File: config.mk
export PLATFORM = sky130hd
export DESIGN_NAME = t05_cb_walker
export DESIGN_NICKNAME = d
export VERILOG_FILES = /design/src/rtl/t05_cb_walker.sv
export SDC_FILE = /design/constraint.sdc
export NUM_CORES = 1
export LEC_CHECK = 0
export CORE_MARGIN = 2
export CORE_UTILIZATION = 40
export CTS_CLUSTER_DIAMETER = 50
export CTS_CLUSTER_SIZE = 24
export DETAILED_ROUTE_END_ITERATION = 16
export GPL_TIMING_DRIVEN = 0
export RECOVER_POWER = 25
export SKIP_CTS_REPAIR_TIMING = 1
export SLEW_MARGIN = 20
export SYNTH_ARGS = -nofsm -noshare
export SYNTH_HDL_FRONTEND = slang
export SYNTH_SLANG_ARGS = --single-unit
export TNS_END_PERCENT = 5
File: constraint.sdc
create_clock -name clk -period 8.85 [get_ports clk]
set_input_delay 1.77 -clock clk [delete_from_list [all_inputs] [get_ports clk]]
set_output_delay 1.77 -clock clk [all_outputs]
set_load 0.02 [all_outputs]
File: src/rtl/t05_cb_walker.sv
// Huffman codebook walker: depth-first traversal of the htree SRAM,
// one (symbol, code, length) per leaf on a valid/ready stream.
module t05_cb_walker #(
    parameter int IDX_W   = 8,
    parameter int MAX_LEN = 64,
    localparam int CH_W   = IDX_W + 1,
    localparam int LEN_W  = $clog2(MAX_LEN + 1)
) (
    input  logic                clk,
    input  logic                rst_n,
    input  logic                start,
    input  logic [IDX_W-1:0]    root_idx,
    output logic                mem_req,
    output logic [IDX_W-1:0]    mem_addr,
    input  logic                mem_rvalid,
    input  logic [2*CH_W-1:0]   mem_rdata,
    output logic                cw_valid,
    input  logic                cw_ready,
    output logic [IDX_W-1:0]    cw_symbol,
    output logic [MAX_LEN-1:0]  cw_code,
    output logic [LEN_W-1:0]    cw_len,
    output logic [IDX_W:0]      sym_count,
    output logic                busy,
    output logic                done,
    output logic                err
);

    localparam int SP_W = $clog2(MAX_LEN + 1);
    localparam int AW   = (MAX_LEN > 1) ? $clog2(MAX_LEN) : 1;
    localparam logic [CH_W-1:0] NULL_CH = {2'b11, {(IDX_W-1){1'b0}}};

    typedef enum logic [2:0] {
        S_IDLE, S_REQ, S_WAIT, S_EVAL, S_EMIT, S_POP, S_DONE, S_ERR
    } state_t;

    state_t             state_q, state_d;
    logic [MAX_LEN-1:0] c_q, c_d;
    logic [LEN_W-1:0]   n_q, n_d;
    logic [IDX_W-1:0]   addr_q, addr_d;
    logic [IDX_W-1:0]   sym_q, sym_d;
    logic [CH_W-1:0]    l_q, l_d;
    logic [CH_W-1:0]    r_q, r_d;
    logic [IDX_W:0]     cnt_q, cnt_d;
    logic [SP_W-1:0]    sp_q, sp_d;

    logic [CH_W-1:0]    stk_ch_q [MAX_LEN];
    logic [LEN_W-1:0]   stk_d_q  [MAX_LEN];
    logic               push;
    logic [SP_W-1:0]    sp_m1;
    logic [CH_W-1:0]    top_ch;
    logic [LEN_W-1:0]   top_d;
    logic [LEN_W:0]     sh;
    logic [MAX_LEN-1:0] c_shr;
    logic [MAX_LEN-1:0] c_pop;
    logic [MAX_LEN-1:0] c_left;

    assign sp_m1  = sp_q - 1'b1;
    assign top_ch = stk_ch_q[sp_m1[AW-1:0]];
    assign top_d  = stk_d_q[sp_m1[AW-1:0]];
    // Drop the bits below the popped level, then take the right branch.
    assign sh     = {1'b0, n_q} - {1'b0, top_d} + 1'b1;
    assign c_shr  = c_q >> sh;
    assign c_pop  = {c_shr[MAX_LEN-2:0], 1'b1};
    assign c_left = {c_q[MAX_LEN-2:0], 1'b0};

    always_ff @(posedge clk or negedge rst_n) begin
        if (!rst_n) begin
            state_q <= S_IDLE;
            c_q     <= '0;
            n_q     <= '0;
            addr_q  <= '0;
            sym_q   <= '0;
            l_q     <= '0;
            r_q     <= '0;
            cnt_q   <= '0;
            sp_q    <= '0;
        end else begin
            state_q <= state_d;
            c_q     <= c_d;
            n_q     <= n_d;
            addr_q  <= addr_d;
            sym_q   <= sym_d;
            l_q     <= l_d;
            r_q     <= r_d;
            cnt_q   <= cnt_d;
            sp_q    <= sp_d;
        end
    end

    always_ff @(posedge clk) begin
        if (push) begin
            stk_ch_q[sp_q[AW-1:0]] <= r_q;
            stk_d_q[sp_q[AW-1:0]]  <= n_q + 1'b1;
        end
    end

    always_comb begin
        state_d = state_q;
        c_d     = c_q;
        n_d     = n_q;
        addr_d  = addr_q;
        sym_d   = sym_q;
        l_d     = l_q;
        r_d     = r_q;
        cnt_d   = cnt_q;
        sp_d    = sp_q;
        push    = 1'b0;
        unique case (state_q)
            S_IDLE, S_DONE, S_ERR: begin
                if (start) begin
                    c_d     = '0;
                    n_d     = '0;
                    cnt_d   = '0;
                    sp_d    = '0;
                    addr_d  = root_idx;
                    state_d = S_REQ;
                end
            end
            S_REQ: state_d = S_WAIT;
            S_WAIT: begin
                if (mem_rvalid) begin
                    l_d     = mem_rdata[2*CH_W-1:CH_W];
                    r_d     = mem_rdata[CH_W-1:0];
                    state_d = S_EVAL;
                end
            end
            S_EVAL: begin
                if (l_q == NULL_CH && r_q == NULL_CH) begin
                    state_d = S_DONE;
                end else if (n_q == LEN_W'(MAX_LEN)) begin
                    sp_d    = '0;
                    state_d = S_ERR;
                end else begin
                    if (r_q != NULL_CH) begin
                        push = 1'b1;
                        sp_d = sp_q + 1'b1;
                    end
                    if (l_q == NULL_CH) begin
                        state_d = S_POP;
                    end else if (!l_q[CH_W-1]) begin
                        sym_d   = l_q[IDX_W-1:0];
                        c_d     = c_left;
                        n_d     = n_q + 1'b1;
                        state_d = S_EMIT;
                    end else begin
                        c_d     = c_left;
                        n_d     = n_q + 1'b1;
                        addr_d  = l_q[IDX_W-1:0];
                        state_d = S_REQ;
                    end
                end
            end
            S_EMIT: begin
                if (cw_ready) begin
                    if (cnt_q != '1) cnt_d = cnt_q + 1'b1;
                    state_d = S_POP;
                end
            end
            S_POP: begin
                if (sp_q == '0) begin
                    state_d = S_DONE;
                end else begin
                    sp_d = sp_m1;
                    c_d  = c_pop;
                    n_d  = top_d;
                    if (!top_ch[CH_W-1]) begin
                        sym_d   = top_ch[IDX_W-1:0];
                        state_d = S_EMIT;
                    end else begin
                        addr_d  = top_ch[IDX_W-1:0];
                        state_d = S_REQ;
                    end
                end
            end
            default: state_d = S_IDLE;
        endcase
    end

    assign mem_req   = (state_q == S_REQ);
    assign mem_addr  = addr_q;
    assign cw_valid  = (state_q == S_EMIT);
    assign cw_symbol = sym_q;
    assign cw_code   = c_q;
    assign cw_len    = n_q;
    assign sym_count = cnt_q;
    assign busy      = state_q inside {S_REQ, S_WAIT, S_EVAL, S_EMIT, S_POP};
    assign done      = (state_q == S_DONE);
    assign err       = (state_q == S_ERR);

endmodule

# Yosys cells after proc, flatten, opt, wreduce, memory -nomap -nowiden
# Memory sizes are Yosys's and may differ from the RTL's.
# Index checks and enable logic that the tools add are counted.
# word_totals
ff_bits,124
mem_bits_rw,1024
input_bits,31
wordCells,110
mem_count,2
# mem_list
memory,depth,word_bits,read_ports,rd_ports_with_merged_regs,write_ports,line_no,rtl
stk_ch_q,64,9,1,0,1,46,logic [CH_W-1:0] stk_ch_q [MAX_LEN];
stk_d_q,64,7,1,0,1,47,logic [LEN_W-1:0] stk_d_q [MAX_LEN];
# classes
add_sub_neg,6
n_eq_ne,25
n_shift,1
muxes,52
reduce_logical,15
# op_table
cell,count
64-bit two-way mux,5
64-bit case mux with 3 select lines,1
8-bit two-way mux,13
64-bit by 8-bit >> shifter with 63-bit output,1
7-bit two-way mux,9
7-bit case mux with 3 select lines,2
3-bit two-way mux,9
9-bit two-way mux,3
8-bit case mux with 3 select lines,1
"2-bit inequality test, second input constant",10
"9-bit == test, second input constant",2
"9-bit inequality test, second input constant",2
3-bit case mux with 6 select lines,1
9-bit case mux with 2 select lines,1
8-bit case mux with 2 select lines,1
"7-bit by 1-bit adder with 7-bit output, second input constant",2
"3-bit == test, second input constant",4
"9-bit by 1-bit adder with 9-bit output, second input constant",1
"8-bit by 1-bit adder with 8-bit output, second input constant",1
8-bit AND reduction,1
7-bit by 7-bit subtractor with 8-bit output,1
"7-bit == test, second input constant",1
7-bit zero test,1
7-bit AND reduction,1
other kinds (17),25

# Depth between registers and ports, before layout
# depth
word_depth,7
depth_mapped,26
mapped_depth_nobuf,19

# Worst setup path before layout
# Ideal clock, no wire load.
# synth_timing
path_type,reg-to-reg
startpoint,register sp_q[0]
endpoint,register c_q[26] (netlist: cw_code[26])
arrival_time_ps,5996
path_slack_ps,2718
path_stages_with_launch,24
path_buffers,5
period_less_slack_ps,6132
path_cell_list,dfrtp_1 -> buf_6 -> buf_6 -> clkinv_1 -> ha_1 -> buf_2 -> clkbuf_1 -> mux4_2 -> mux4_2 -> mux4_2 -> ha_1 -> inv_1 -> ha_1 -> inv_1 -> fa_1 -> xnor2_2 -> clkbuf_1 -> mux4_2 -> mux2i_1 -> nand2_1 -> nand3_1 -> nor2_1 -> a2111oi_0 -> nor3_1
# synth_between
elab_chain_len,7
elab_cells_between_ends,10
# synth_rtl
element,line_no,rtl
start: declaration,44,"logic [SP_W-1:0] sp_q, sp_d;"
start signal: assignment,86,sp_q <= sp_d;
7-bit by 1-bit subtractor with 7-bit output,57,assign sp_m1 = sp_q - 1'b1;
memory 64 x 7 bit,--,
7-bit by 7-bit subtractor with 8-bit output,61,"assign sh = {1'b0, n_q} - {1'b0, top_d} + 1'b1;"
8-bit by 1-bit adder with 8-bit output,61,
64-bit by 8-bit >> shifter with 63-bit output,62,assign c_shr = c_q >> sh;
64-bit two-way mux,160,if (sp_q == '0) begin
64-bit case mux with 3 select lines,108,unique case (state_q)
end signal: assignment,69,c_q <= '0;
end signal: assignment,79,c_q <= c_d;
end: declaration,37,"logic [MAX_LEN-1:0] c_q, c_d;"
# Parallel ways exist; a longest one is shown, timed or not. The select of a mux whose other input is x is not followed.
# A chain may end at the register's enable or synchronous reset.

# Worst setup path after layout
# layout_timing
startpoint,register sp_q[0]
endpoint,register c_q[3] (netlist: cw_code[3])
# The elaborated chain is that of the path after synthesis.

==> summary.md <==
| Metric | Value |
|---|---|
| Status | finished, violations left |
| Failing checks | capacitance limit, slew limit |
| Synth Area in Simple Gates | 0.0616 |
| Routed via count | 30.9k |
| Most common cell in the synthesized netlist | edfxtp_1 |
| Syn nets | 3018 |
| Critical path origin | sp_q[0]$_DFFE_PN0P_ |
| DR WL/cell | 33.1 µm |
| Share of layout cells above drive strength 1 | 0.256 |
| Slowest CP cell | a211oi_1 |
| Die ar. | 129000 µm² |
| 1st-iter DRT viols | 3870 |
| Setup Crit Path Kind | reg -> reg |
| Final WL | 166 mm |
| Synth Flop Type | edfxtp_1 |
| Yosys cell types | 84 |
| Maximum clock rate | 115 MHz |
| Post-Syn Area per Cell | 17.0 µm² |
| Core area | 125000 µm² |
| Die Wd | 359 µm |
| Largest cells by area after synthesis | edfxtp_1, mux4_2, dfrtp_1 |
| Clock Latency Late Sink | 0.74 ns |
| Yosys top cell area share | 0.612 |
| FP Rows | 130 |
| Synth Area in Compound Gates | 0.0478 |
| Crit. End Element | register |
| Worst Hold Class | reg -> reg |
| Pins Over Slew Limit | 504 |
| Yosys warns | 0 |
| Worst-path clk slew | 0.07 ns |
| XOR/XNOR Fraction of Synth Area | 0.00500 |
| Initial antenna violation count | 2 |
| Largest net degree at the start of global routing | 85 |
| GPL Wtd Cong | 0.980 |
| Multiplexer share of the synthesized area | 0.186 |
| Port buffer count | 131 |
| Synthesis-stage register bit count | 1148 |
| Final Cycle Share | 0.982 |
| Residual DRC | 0 |
| Maximum level of the CTS H-tree | 3 |
| Syn-to-layout area delta | 17.1% |
| Hold Crit Start | mem_addr[6]$_DFFE_PN0P_ |
| Detail Route Antenna Nets | 0 |
| Cell taking the most area after synthesis | edfxtp_1 |
| Mapped cell area | 50300 µm² |
| Buf/Inv on CP | 11 |
| WP data arrival | 9.30 ns |
| Die Ht | 359 µm |
| Sequential fraction of the synthesis area | 0.673 |
| Post-synth EDFFs | 1024 |
| Via density | 6.16 |
| TritonCTS Sinks | 1148 |
| Slew headroom | -1.27 |
| CP max FO | 10 |
| Drt pass-1 iters | 5 |
| Worst Tran Pin Value | 3.40 ns |
| Final Hold Violating Endpoints | 0 |
| Fin Setup TNS | 0 ns |
| Fill cell count | 10.7k |
| RR Startpoint | sp_q[0]$_DFFE_PN0P_ |
| CTS max path bufs | 3 |
| Gr usage total | 0.259 |
| Initial Utilization | 0.401 |
| Min Clock Period, post-route | 8.69 ns |
| Max incr delay on CP | 0.70 ns |
| Final setup violation count | 0 |
| Grt total ovfl | 0 |
| Vias in the first global route | 30.4k |
| Top cells by count, synth | edfxtp_1, mux4_2, nand2_1 |
| First-pass GRT wire length | 234 mm |
| Unrepaired setup endpoints after global routing | no |
| Root Driver | clkbuf_16 |
| CTS buffer count | 108 |
| Setup crit start kind | register |
| Hpwl dp | 117 mm |
| Required time of the critical path | 9.47 ns |
| Worst path cell trace | buf_6 > buf_6 > clkinv_1 > ha_1 > clkbuf_1 > clkbuf_2 > mux4_2 > mux4_2 > mux4_2 > inv_1 > ha_1 > ha_1 > inv_1 > fa_1 > clkbuf_1 > buf_2 > clkbuf_2 > clkbuf_2 > nor2_1 > a211oi_1 > mux2i_1 > nor2_1 > a21oi_1 > a31oi_1 |
| Max_cap viols | 10 |
| Final net count | 3326 |
| I/O pin total | 132 |
| Delay-heaviest family, CP | buffers and inverters |
| Ys async rst share | 0.108 |
| Clk_skew | 0.0437 ns |
| Largest family of logic cells by synthesized area | multiplexers |
| Adder-cell area share of the yosys netlist | 0.00562 |
| CTS tree | yes |
| Post-synthesis cell count | 2965 |
==> cells in the final DEF (no fill, tap or decap), drive strengths merged, types with 7 or more instances in the layout <==
master,Yosys,layout
clkinv,1,40
a221oi,30,30
nand4,8,8
o22ai,19,19
clkinvlp,0,9
xnor2,14,14
nor2,215,215
a2111oi,7,7
o22a,10,10
inv,29,71
clkbuf,94,211
a211oi,21,21
mux2i,75,75
o2111ai,8,8
xor2,10,10
o21ai,68,68
a31oi,10,10
nand2,280,280
o211ai,11,11
and3,15,15
mux2,43,43
a21o,9,9
nor3,38,38
ha,21,21
a21oi,86,86
a311oi,7,7
bufinv,0,7
clkdlybuf4s50,0,130
buf,104,163
a22oi,8,8
mux4,361,361
and2,8,8
nand3,112,112
edfxtp,1024,1024
dfrtp,124,124
a221o,10,10
==> sequential cells by signal (all words and copies together) (netlist names) <==
| signal | count |
|---|---|
| l_q | 9 |
| cw_code | 64 |
| stk_ch_q | 576 |
| r_q | 9 |
| sp_q | 7 |
| mem_addr | 8 |
| cw_len | 7 |
| cw_symbol | 8 |
| state_q | 3 |
| stk_d_q | 448 |
| sym_count | 9 |
==> routing by layer <==
metal  global-route usage  routed length (µm)  vias up
li1                     -                   -    12600
met1                0.351               65500    16200
met2                0.409               78000     1729
met3               0.0444               14000      329
met4                0.122                8600        0
met5                    0                   0        -
==> logic make-up (layout without fill, tap and decap cells) <==
group,Yosys count,after routing
DFF,1148,1148
muxes,479,479
and+or+nand+nor,716,716
adders and majority gates,22,22
xor gates and xnor gates,24,24
other,0,1
buffers and inverters,228,631
AOI/OAI and AO/OA,348,348
==> final timing paths <==
kind | end | cells after the start | slack (ns)
hold reg to reg | mem_addr[6]$_DFFE_PN0P_ | 1 | 0.51
max in group asynchronous | cw_code[56]$_DFFE_PN0P_ | 2 | 5.67
hold / removal | mem_addr[6]$_DFFE_PN0P_ | 1 | 0.51
min in group asynchronous | r_q[6]$_DFFE_PN0P_ | 1 | 1.78
setup reg to reg | cw_code[3]$_DFFE_PN0P_ | 24 | 0.16
setup / recovery | cw_code[3]$_DFFE_PN0P_ | 24 | 0.16
==> final cells by class <==
cell class	instances	area, µm²	share of cell area
flip-flops and latches	1148	33900	0.575
inverters	30	115	0.00196
clock inverters	97	1200	0.0205
well taps	1650	2060	0.0351
diodes	1	2.50	0.0000425
multi-input cells	1589	15900	0.269
clock buffers	108	2700	0.0459
plain buffers	198	923	0.0157
repair buffers	198	2120	0.0361
==> through the flow <==
stage	instances	hold WS (ns)	cell area, µm²	setup slack (ns)	utilization
CTS	5018	0.513	59000	-0.980	0.471
global route	5018	0.522	58800	0.0610	0.470
global placement	4746	0.489	53600	-0.929	0.428
finish	5019	0.514	58800	0.163	0.470
floorplan	2965	0.470	50300	2.72	-
detailed placement	4813	0.500	55100	-0.942	0.440
Power is left out: the tool's default activity adds up to more than one toggle a clock period on the data nets, which glitch-free logic cannot reach.
